`config.mk`:
```
export PLATFORM = sky130hd
export DESIGN_NAME = write_buffer
export DESIGN_NICKNAME = d
export VERILOG_FILES = /design/src/rtl/write_buffer.sv
export SDC_FILE = /design/constraint.sdc
export NUM_CORES = 1
export LEC_CHECK = 0
export CAP_MARGIN = 20
export CELL_PAD_IN_SITES_DETAIL_PLACEMENT = 2
export CELL_PAD_IN_SITES_GLOBAL_PLACEMENT = 2
export CORE_ASPECT_RATIO = 1.5
export CORE_MARGIN = 3
export CORE_UTILIZATION = 45
export DETAILED_ROUTE_END_ITERATION = 7
export MAX_ROUTING_LAYER = met4
export PLACE_DENSITY_LB_ADDON = 0.1
export SYNTH_ARGS = -nofsm -noshare
export SYNTH_HDL_FRONTEND = slang
export SYNTH_SLANG_ARGS = --single-unit
export TNS_END_PERCENT = 50
```
`constraint.sdc`:
```
create_clock -name clk -period 4.7 [get_ports clk]
set_clock_uncertainty 0.15 [all_clocks]
set_input_delay 0.705 -clock clk [delete_from_list [all_inputs] [get_ports clk]]
set_output_delay 0.705 -clock clk [all_outputs]
set_load 0.02 [all_outputs]
```
`src/rtl/write_buffer.sv`:
```
// rtl/write_buffer.sv - posted write FIFO with in-order drain, block conflict detect and flush
module write_buffer #(
  parameter int WIDTH   = 32,
  parameter int DEPTH   = 4,
  parameter int BLK_OFF = 4
) (
  input  logic             clk,
  input  logic             rst,
  input  logic             wb_push,
  input  logic [WIDTH-1:0] wb_addr,
  input  logic [WIDTH-1:0] wb_wdata,
  output logic             wb_full,
  output logic             wb_empty,
  input  logic             rd_req,
  input  logic [WIDTH-1:0] rd_addr,
  output logic             rd_conflict,
  input  logic             flush,
  output logic             flush_done,
  output logic             mem_write,
  output logic [WIDTH-1:0] mem_addr,
  output logic [WIDTH-1:0] mem_wdata,
  input  logic             mem_ready
);

  localparam int PW = $clog2(DEPTH);
  localparam logic [PW:0] FULL_CNT = (PW+1)'(DEPTH);

  typedef enum logic [1:0] {IDLE, WRITE, GAP} state_t;

  state_t           state, state_nxt;
  logic [WIDTH-1:0] addr_q [DEPTH];
  logic [WIDTH-1:0] data_q [DEPTH];
  logic [DEPTH-1:0] valid_q;
  logic [PW-1:0]    wr_ptr, rd_ptr;
  logic [PW:0]      count;
  logic             flush_pending;
  logic             push_ok, pop, load_head, drain_done;
  logic             rd_off_unused;

  // Only the block part of the refill address takes part in the conflict compare.
  assign rd_off_unused = ^rd_addr[BLK_OFF-1:0];

  assign wb_full    = (count == FULL_CNT) || flush_pending;
  assign wb_empty   = (count == '0) && (state == IDLE);
  assign push_ok    = wb_push && !wb_full;
  assign drain_done = flush_pending && (count == '0) && (state == IDLE);

  // Entry payload storage; validity is tracked separately so no reset is needed here.
  always_ff @(posedge clk) begin
    if (push_ok) begin
      addr_q[wr_ptr] <= wb_addr;
      data_q[wr_ptr] <= wb_wdata;
    end
  end

  // Pointers, occupancy and per-entry valid bits.
  always_ff @(posedge clk or negedge rst) begin
    if (!rst) begin
      wr_ptr  <= '0;
      rd_ptr  <= '0;
      count   <= '0;
      valid_q <= '0;
    end else begin
      if (push_ok) begin
        wr_ptr          <= wr_ptr + 1'b1;
        valid_q[wr_ptr] <= 1'b1;
      end
      if (pop) begin
        rd_ptr          <= rd_ptr + 1'b1;
        valid_q[rd_ptr] <= 1'b0;
      end
      case ({push_ok, pop})
        2'b10:   count <= count + 1'b1;
        2'b01:   count <= count - 1'b1;
        default: count <= count;
      endcase
    end
  end

  // Drain FSM state register.
  always_ff @(posedge clk or negedge rst) begin
    if (!rst) state <= IDLE;
    else      state <= state_nxt;
  end

  // Drain FSM: load head, hold the request until accepted, then one idle gap cycle.
  always_comb begin
    state_nxt = state;
    mem_write = 1'b0;
    load_head = 1'b0;
    pop       = 1'b0;
    case (state)
      IDLE: begin
        if (count != '0) begin
          load_head = 1'b1;
          state_nxt = WRITE;
        end
      end
      WRITE: begin
        mem_write = 1'b1;
        if (mem_ready) begin
          pop       = 1'b1;
          state_nxt = GAP;
        end
      end
      GAP:     state_nxt = IDLE;
      default: state_nxt = IDLE;
    endcase
  end

  // Head entry is captured once so addr/data stay stable for the whole request.
  always_ff @(posedge clk or negedge rst) begin
    if (!rst) begin
      mem_addr  <= '0;
      mem_wdata <= '0;
    end else if (load_head) begin
      mem_addr  <= addr_q[rd_ptr];
      mem_wdata <= data_q[rd_ptr];
    end
  end

  // Flush tracking: pending blocks pushes until everything has drained, then pulse done.
  always_ff @(posedge clk or negedge rst) begin
    if (!rst) begin
      flush_pending <= 1'b0;
      flush_done    <= 1'b0;
    end else begin
      flush_done <= drain_done;
      if (drain_done)  flush_pending <= 1'b0;
      else if (flush)  flush_pending <= 1'b1;
    end
  end

  // Refill conflict: any still-valid entry (including the one in flight) in the same block.
  always_comb begin
    rd_conflict = 1'b0;
    for (int i = 0; i < DEPTH; i++) begin
      if (valid_q[i] && (addr_q[i][WIDTH-1:BLK_OFF] == rd_addr[WIDTH-1:BLK_OFF]))
        rd_conflict = 1'b1;
    end
    if (!rd_req) rd_conflict = 1'b0;
  end

endmodule

```
Word level (Yosys, flattened, before mapping)
Memory sizes are Yosys's and may differ from the RTL's. A register that Yosys moved wholly into a read port is not among the register bits.
Cells that the tools add are included.
- input port bits: 102
- memory bits (writable): 256
- register bits: 15
- word-level logic and storage cells: 74
- memories kept: 2
- equality and inequality tests: 10
- reductions and logical operators: 20
- bitwise operators: 3
- magnitude comparators: 4
- mux-type cells: 24
- add/sub/neg operators: 4
- memories (memory ; depth ; width ; rd ports ; clocked after Yosys merged registers in ; wr ports ; RTL line ; RTL):
    addr_q ; 4 ; 32 ; 5 ; 1 ; 1 ; 31 ; logic [WIDTH-1:0] addr_q [DEPTH];
    data_q ; 4 ; 32 ; 1 ; 1 ; 1 ; 32 ; logic [WIDTH-1:0] data_q [DEPTH];
- operators by type and width (kind ; number):
    $eq A28 B28 Y1 ; 4
    $mux W1 ; 16
    $logic_and A1 B1 Y1 ; 10
    $mux W4 ; 2
    $lt A2 B3 Y1 const B ; 2
    $pmux W3 S2 ; 1
    $add A2 B1 Y2 const B ; 2
    $and A4 B4 Y4 ; 1
    $demux W1 S2 ; 2
    $eq A2 B1 Y1 const B ; 2
    $ge A2 B1 Y1 const B ; 2
    $mux W2 ; 2
    $not A4 Y4 ; 1
    $or A4 B4 Y4 ; 1
    $pmux W2 S2 ; 1
    $reduce_bool A2 Y1 ; 2
    $add A3 B1 Y3 const B ; 1
    $eq A3 B3 Y1 const B ; 1
    $logic_not A1 Y1 ; 3
    $logic_not A3 Y1 ; 1
    $reduce_bool A3 Y1 ; 1
    $sub A3 B1 Y3 const B ; 1
    $eq A2 B2 Y1 const B ; 1
    $logic_not A2 Y1 ; 1
    4 further kinds ; 4

Logic depth before layout (Yosys ltp)
Gate-level depths: netlist (run 1).
- depth after elaboration: 8
- mapped depth: 10
- mapped depth without buffers: 10

Worst setup path after synthesis (run 1)
Ideal clock, no wire load.
- kind: reg-to-reg
- from: reg count[1]
- to: mem addr_q[0][0], enable pin
- arrival: 2.296 ns
- library setup time: 0.430 ns
- slack: 1.824 ns
- stages on the path, launching flop included: 4
- data required time: 4.120 ns
- path buffers: 0
- cells stage by stage: dfrtp_1 inv_1 a31oi_1 and3_1
- longest elaborated chain between the ends: 6
- ends and longest elaborated chain (element ; RTL line ; RTL):
    start: declaration ; 35 ; logic [PW:0] count;
    start signal: assignment ; 73 ; 2'b10: count <= count + 1'b1;
    start signal: assignment ; 74 ; 2'b01: count <= count - 1'b1;
    start signal: assignment ; 75 ; default: count <= count;
    $eq A3 B3 Y1 ; 43 ; assign wb_full = (count == FULL_CNT) || flush_pending;
    $logic_or A1 B1 Y1 ; 43 ;
    $logic_not A1 Y1 ; 45 ; assign push_ok = wb_push && !wb_full;
    $logic_and A1 B1 Y1 ; 45 ;
    $mux W1 ; 50 ; if (push_ok) begin
    $mux W1 (not written as such) ; 51 ; addr_q[wr_ptr] <= wb_addr;
    end: declaration ; 31 ;
Every way passes these cells.

Worst setup path after layout (run 1)
- from: in rd_addr[23]
- to: out rd_conflict
- longest elaborated chain between the ends: 7
- ends and longest elaborated chain (element ; RTL line ; RTL):
    start: declaration ; 15 ; input logic [WIDTH-1:0] rd_addr,
    $eq A28 B28 Y1 ; 138 ; if (valid_q[i] && (addr_q[i][WIDTH-1:BLK_OFF] == rd_addr[WIDTH-1:BLK_OFF]))
    $logic_and A1 B1 Y1 ; 138 ;
    $mux W1 (3 in a row) ; 138 ;
    $mux W1 (*) ; 138 ;
    $mux W1 (*) ; 141 ; if (!rd_req) rd_conflict = 1'b0;
    end: declaration ; 16 ; output logic rd_conflict,
Every way passes the cells marked *; elsewhere a longest branch is shown, timed or not.

==> results.md, run 1 <==
- Status: complete, no violations
- Post-Synth Adder-Cell Area: 0.00971
- Critical Path, Cell by Cell: clkdlybuf4s50_1 > xnor2_1 > nand4_1 > nor4_1 > nand4_1 > a41oi_1 > clkdlybuf4s50_1
- Crit path max fanout: 4
- Crit Path Category: in -> out
- Slew Viols, Final: 0
- Post-synthesis mux area share: 0.159
- Clock Tree Buf Depth: 3
- Synth Register Bits: 335
- Top cells by area, synth: edfxtp_1, dfrtp_1, mux4_2, mux2_2, xnor2_1
- Worst Path Required: 3.85 ns
- Largest family of logic cells by synthesized area: multiplexers
- Mapped Cells: 705
- Critical path data arrival time: 3.42 ns
- Slowest stage delay, CP: 0.65 ns
- Routability cong.: 0.836
- Post-CTS Setup Bufs: 0
- Cell-internal power: 6.85 mW
- Avg Cell Area, Syn: 19.4 um^2
- Synth Warn #: 0
- Post-synthesis sequential area ratio: 0.707
- Post-synthesis xor/xnor area fraction: 0.0744
- Synth unique cells: 28
- Sinks on Clock Net: 335
- Hpwl dp: 25000 um
- Post-DP Area: 15700 um^2
- Vias per cell: 5.45
- Critical Path Start Type: input port
- Area grow syn2layout: 22.8%
- Port Buffer Count: 166
- Initial drt markers: 340
- Worst-Margin Slew: 1.08 ns
- Mapped Area: 13700 um^2
- Leading area contributor after synthesis: edfxtp_1
- Crit path time final: 4.28 ns
- Post-synthesis compound-gate area fraction: 0.00540
- Synthesized Nets: 817
- H-tree levels: 1
- Die footprint: 32500 um^2
- DRT Pass-1 Iters: 4
- Setup TNS: 0 ns
- ANT nets after route: 0
- Final WL: 36800 um
- VDD IR max: 0.000382 V
- Total grt overflow: 0
- Clk pwr share: 0.262
- Simple-gate area share of the yosys netlist: 0.0245
- Worst setup EP type: primary output
- WL/cell: 28.3 um
- Layout cells sized above 1: 0.212
- Total CTS buffers: 31
- Net Sw Frac: 0.299
- Antenna violations before repair: 1
- Slowest stage cell on the critical path: clkdlybuf4s50_1
- Design area: 16800 um^2
- RSZ-0062 raised after global routing: false
- Via Count: 7093
- Global-route wire length before repair: 55400 um
- Max Clk Rate: 234 MHz
- Final cycle utilization of the critical path: 0.910
- Total GRT Usage: 0.238
- Final hold violations: 0
- Drt drc: 0
- CTS tree: built
- I/O pins: 171
- Max-Cap Viols: 0
- Vias in the first global route: 8539
- Hold Buf Count CTS: 0
- Seq pwr share: 0.425
- Clk Latency, worst-skew pair: 0.56 ns
- P_sw: 2.92 mW
- Starting Density: 0.460
- Synth top area share: 0.563
- Final nets: 992
- Core area: 29700 um^2
- Die span in x: 148 um
- Max-Slew Margin vs Limit: 0.283
- P per Cell Area: 582 nW/um^2
- Combinational power share: 0.314
- Largest net degree at the start of global routing: 68
- Leakage power: 5.68 nW
- Worst-path clk slew: 0.06 ns
- Post-CTS Resized: 0
- Setup violators final: 0
- CTS Root Buffer Type: clkbuf_16
- Standard-cell row count: 77
- Hold Crit Class: in -> async
- Die height: 219 um
[per-stage QoR]
step	cells	utilization	hold slack (ns)	power [mW]	setup WS (ns)
floorplan	705	-	0.259	6.04	1.82
global placement	1241	0.530	0.328	7.12	0.609
detailed placement	1241	0.530	0.345	7.31	0.441
CTS	1298	0.564	0.0509	9.91	0.455
global route	1300	0.565	0.0505	10.2	0.414
finish	1301	0.566	0.0154	9.77	0.423
[cells in the final DEF (no fill, tap or decap), types with 9 or more instances in the layout]
cell	count
clkbuf_16	31
nand4_1	19
inv_1	12
mux2_2	64
nor4_1	16
ha_1	9
mux4_2	64
edfxtp_1	256
xor2_1	46
clkdlybuf4s50_1	165
buf_4	10
xnor2_1	70
dfrtp_1	77
[registers in the layout, summed over array words and instances, names as in the netlist]
signal and count:
state 2, mem_wdata 32, count 3, flush_pending 1, addr_q 128, data_q 128
rd_ptr 2, mem_addr 32, flush_done 1, wr_ptr 2, valid_q 4
[final timing paths]
kind                               from             to  slack [ns]  depth (start not counted)
setup / recovery            rd_addr[23]    rd_conflict        0.42                          7
hold / removal                      rst   mem_addr[25]        0.02                          1
setup reg to reg               count[0]   data_q[2][1]        2.14                          4
hold reg to reg            mem_addr[13]   mem_addr[13]        0.36                          1
max in group asynchronous           rst  mem_wdata[30]        3.27                          2
min in group clk           mem_addr[13]   mem_addr[13]        0.36                          1
[area by class of cell]
class                      instances  area, um^2
sequential                       335        9670
timing repair buffer             177        1770
tap                              395         494
antenna                            2        5.00
inverter                          12        45.0
fill                            2565       12900
multi-input combinational        323        3760
clock inverter                    15         168
clock buffer                      42         867
[power groups by stage]
stage               Clock [mW]  Combinational [mW]  Sequential [mW]
floorplan                    0                1.75             4.29
global placement             0                2.94             4.18
detailed placement           0                3.08             4.22
CTS                       2.63                3.11             4.17
global route              2.74                3.27             4.24
finish                    2.56                3.06             4.15
[synthesized netlist by cell type, drive strengths merged]
library cell and instances:
xnor2 70, mux2i 1, nor3 1, nand4 19
o2111ai 1, mux4 64, edfxtp 256, a41oi 1
a2bb2oi 4, buf 15, ha 9, and2 4
dfrtp 79, clkbuf 20, nand3 1, nor2 4
a31oi 1, o21ai 3, and3 4, nor4 16
fa 1, xor2 46, nand2b 2, mux2 64
nand2 6, inv 12, or3 1
[layer usage]
layer,wire length [um],part of all wire,global-route usage,up-vias
met5,0,0,-,-
met4,1520,0.041,0.0931,0
met3,1560,0.042,0.0337,78
met2,20200,0.55,0.425,197
met1,13500,0.37,0.271,3742
li1,-,-,-,3076
[cell families (layout without fill, tap and decap cells)]
logic type / Yosys count / count (layout)
simple gates: 58 / 58
xor+xnor: 116 / 116
mux: 129 / 129
flops: 335 / 335
other cells: 0 / 2
compound gates: 10 / 10
fa+ha+maj: 10 / 10
buf+inv: 47 / 246
[worst max-delay path, delay by kind of cell]
kind | cells | cell delay (ns)
XOR/XNOR | 1 | 0.48
AND/OR/NAND/NOR | 3 | 0.78
buffers and inverters | 2 | 1.17
AO/OA/AOI/OAI | 1 | 0.29
No activity file was read; power rests on OpenSTA's default activity.
==> inputs of run 2 (changes only) <==
--- a/config.mk
+++ b/config.mk
@@ -12,6 +12,7 @@
 export CORE_MARGIN = 3
 export CORE_UTILIZATION = 45
 export DETAILED_ROUTE_END_ITERATION = 7
+export GPL_ROUTABILITY_DRIVEN = 0
 export MAX_ROUTING_LAYER = met4
 export PLACE_DENSITY_LB_ADDON = 0.1
 export SYNTH_ARGS = -nofsm -noshare
==> results of run 2 <==
The final DEF is identical to that of run 1; final timing and power are the same.
==> inputs of run 3 (changes only) <==
--- a/config.mk
+++ b/config.mk
@@ -5,12 +5,13 @@
 export SDC_FILE = /design/constraint.sdc
 export NUM_CORES = 1
 export LEC_CHECK = 0
+export ABC_AREA = 1
 export CAP_MARGIN = 20
 export CELL_PAD_IN_SITES_DETAIL_PLACEMENT = 2
 export CELL_PAD_IN_SITES_GLOBAL_PLACEMENT = 2
 export CORE_ASPECT_RATIO = 1.5
 export CORE_MARGIN = 3
-export CORE_UTILIZATION = 45
+export CORE_UTILIZATION = 37
 export DETAILED_ROUTE_END_ITERATION = 7
 export GPL_ROUTABILITY_DRIVEN = 0
 export MAX_ROUTING_LAYER = met4
==> constraint.sdc (replaced) <==
create_clock -name clk -period 4.2 [get_ports clk]
set_clock_uncertainty 0.15 [all_clocks]
set_input_delay 0.63 -clock clk [delete_from_list [all_inputs] [get_ports clk]]
set_output_delay 0.63 -clock clk [all_outputs]
set_load 0.02 [all_outputs]
==> results.md, run 3 <==
- Largest registers: addr_q (128), data_q (128)
- Worst setup EP type: primary output
- R2R Path Start: rd_ptr[1]
- H-tree levels: 2
- Antenna violations before repair: 4
- Worst Hold Margin: 0.0924 ns
- Setup violators final: 0
- Post-Synth Adder-Cell Area: 0.00916
- I/O pins: 171
- Worst-path clk slew: 0.06 ns
- Die span in x: 168 um
- Drt drc: 0
- Final hold violations: 0
- Vias per cell: 5.14
- Seq pwr share: 0.391
- Post-synthesis xor/xnor area fraction: 0.0260
- Vias in the first global route: 11800
- Synth unique cells: 33
- Final WL: 47200 um
- Post-route insts no fill: 2042
- Synthesized Nets: 1465
- Combinational power share: 0.339
- Clock Tree Buf Depth: 3
- Global-route wire length before repair: 71400 um
- Post-synthesis mux area share: 0
- Clk Latency, worst-skew pair: 0.53 ns
- Leading area contributor after synthesis: edfxtp_1
- Most instantiated cells after synthesis: nor2_1, edfxtp_1, nand2_1
- Leakage power: 6.69 nW
- Largest net degree at the start of global routing: 60
- Synth Register Bits: 335
- # fillers: 4057
- CTS Root Buffer Type: clkbuf_16
- Starting Density: 0.376
- Most frequent cell after synthesis: nor2_1
- Max Clk Rate: 269 MHz
- Max-Cap Viols: 0
- Final core utilization: 0.462
- Cell-internal power: 7.48 mW
- P_sw: 4.33 mW
- Worst-Margin Slew: 0.916 ns
- Port Buffer Count: 166
- Hold Crit Class: in -> async
- Critical R2R Capture: rd_ptr[1]
- Net Sw Frac: 0.366
- Synth Warn #: 0
- Buf/Inv on CP: 4
- Post-CTS Setup Bufs: 0
- Crit Path Category: in -> out
- P per Cell Area: 664 nW/um^2
- Setup TNS: 0 ns
- Top cells by area, synth: edfxtp_1, dfrtp_1, nor2_1, nand2_1, o21ai_0
- Hpwl dp: 31900 um
- Most common cell after layout, fill and taps aside: nor2_1
- Mapped Cells: 1353
- CTS tree: built
- Post-CTS Resized: 0
- ANT nets after route: 0
- Total CTS buffers: 36
- Crit path max fanout: 6
- Asr flop ratio synth: 0.236
- Sinks on Clock Net: 335
- Mapped Area: 14500 um^2
- Crit path time final: 3.72 ns
- CP Capture Point: rd_conflict
- Pwr Total: 11.8 mW
- Commonest non-fill, non-tap cells in the layout: nor2_1, edfxtp_1, nand2_1
- Core area: 38500 um^2
- Slowest stage cell on the critical path: clkdlybuf4s50_1
- Layout cells sized above 1: 0.0661
- Worst Path Required: 3.42 ns
- Final nets: 1627
- Clk pwr share: 0.271
- Die height: 248 um
- VDD IR max: 0.000424 V
- Total GRT Usage: 0.235
- Max-Slew Margin vs Limit: 0.390
- Critical path launch point: rd_addr[25]
- Slew Viols, Final: 0
- Slowest stage delay, CP: 0.62 ns
- Largest family of logic cells by synthesized area: simple AND/OR/NAND/NOR gates
- Standard-cell row count: 88
- Final cycle utilization of the critical path: 0.885
- Total grt overflow: 0
- Hold Buf Count CTS: 0
- Critical Path Start Type: input port
- FF-to-FF setup slack: 1.55 ns
- Dpl cells: 1972
- Critical Path, Cell by Cell: clkdlybuf4s50_1 > inv_1 > nand2_1 > nand2_1 > inv_1 > nand2_1 > nor2_1 > nand2_1 > nor2_1 > nand2_1 > nand2_1 > nor2_1 > nor2_1 > clkdlybuf4s50_1
- Post-synth EDFFs: 256
- Synth Flop Type: edfxtp_1
- Post-synthesis sequential area ratio: 0.667
- Status: complete, no violations
- Area grow syn2layout: 22.9%
- DRT Pass-1 Iters: 6
- Worst path depth: 14
- Reg2Reg Depth: 5
- WL/cell: 23.1 um
- Simple-gate area share of the yosys netlist: 0.142
- Via Count: 10500
- Family with the most delay on the worst path: buffers and inverters
- RSZ-0062 raised after global routing: false
- Synth top area share: 0.531
- Initial drt markers: 427
- Critical path data arrival time: 2.94 ns
- Avg Cell Area, Syn: 10.7 um^2
- Post-synthesis compound-gate area fraction: 0.0966
- CP most frequent cell: nand2_1
- Die footprint: 41600 um^2
[run 3: cell count changes after synthesis, sizes merged, moves of 63 or more]
| cell | delta |
|---|---|
| a31oi | +63 |
| inv | +111 |
| mux2 | -64 |
| mux4 | -64 |
| nand2 | +196 |
| nor2 | +295 |
| o21ai | +136 |
[run 3: cell type report]
class                   count  area, um^2  share of cell area
multi-input cells         833        3990               0.224
clock buffers              47        1000              0.0564
well taps                 495         619              0.0348
repair buffers            185        1850               0.104
clock inverters            19         179              0.0101
flip-flops and latches    335        9670               0.544
diodes                      4        10.0            0.000563
inverters                 124         469              0.0264
[run 3: per-stage QoR]
| stage | setup WS (ns) | instance area (um^2) |
|---|---|---|
| finish | 0.483 | 17800 |
| global route | 0.302 | 17800 |
| CTS | 0.403 | 17800 |
| detailed placement | 0.404 | 16600 |
| global placement | 0.474 | 16600 |
| floorplan | 0.0501 | 14500 |
[run 3: worst min-delay path by stage]
stage | from | endpoint | slack [ns] | depth (start not counted)
CTS | rst | mem_wdata[0] | 0.12 | 1
global route | rst | mem_wdata[0] | 0.14 | 1
finish | rst | mem_addr[5] | 0.09 | 1
global placement | flush_pending | flush_pending | 0.35 | 2
detailed placement | valid_q[2] | valid_q[2] | 0.36 | 2
floorplan | rst | count[0] | 0.18 | 0
[run 3: power groups by stage]
stage,registers (mW),clock network [mW],logic (mW)
after floorplan,4.83,0,2.25
after global placement,4.67,0,3.90
after detailed placement,4.69,0,4.06
after CTS,4.63,3.29,4.10
after global routing,4.69,3.42,4.45
final,4.61,3.20,4.00
[run 3: cells by family after synthesis]
logic type      count (synthesis)
buf+inv                       185
simple gates                  525
fa+ha+maj                      10
xor+xnor                       43
flops                         335
compound gates                255
[run 3: per-layer routing]
layer | share of wire | vias to the layer above | GRT usage | routed length (um)
li1 | - | 4887 | - | -
met1 | 0.38 | 5326 | 0.255 | 18200
met2 | 0.54 | 198 | 0.436 | 25700
met3 | 0.032 | 78 | 0.0322 | 1520
met4 | 0.040 | 0 | 0.0903 | 1910
met5 | 0 | - | - | 0
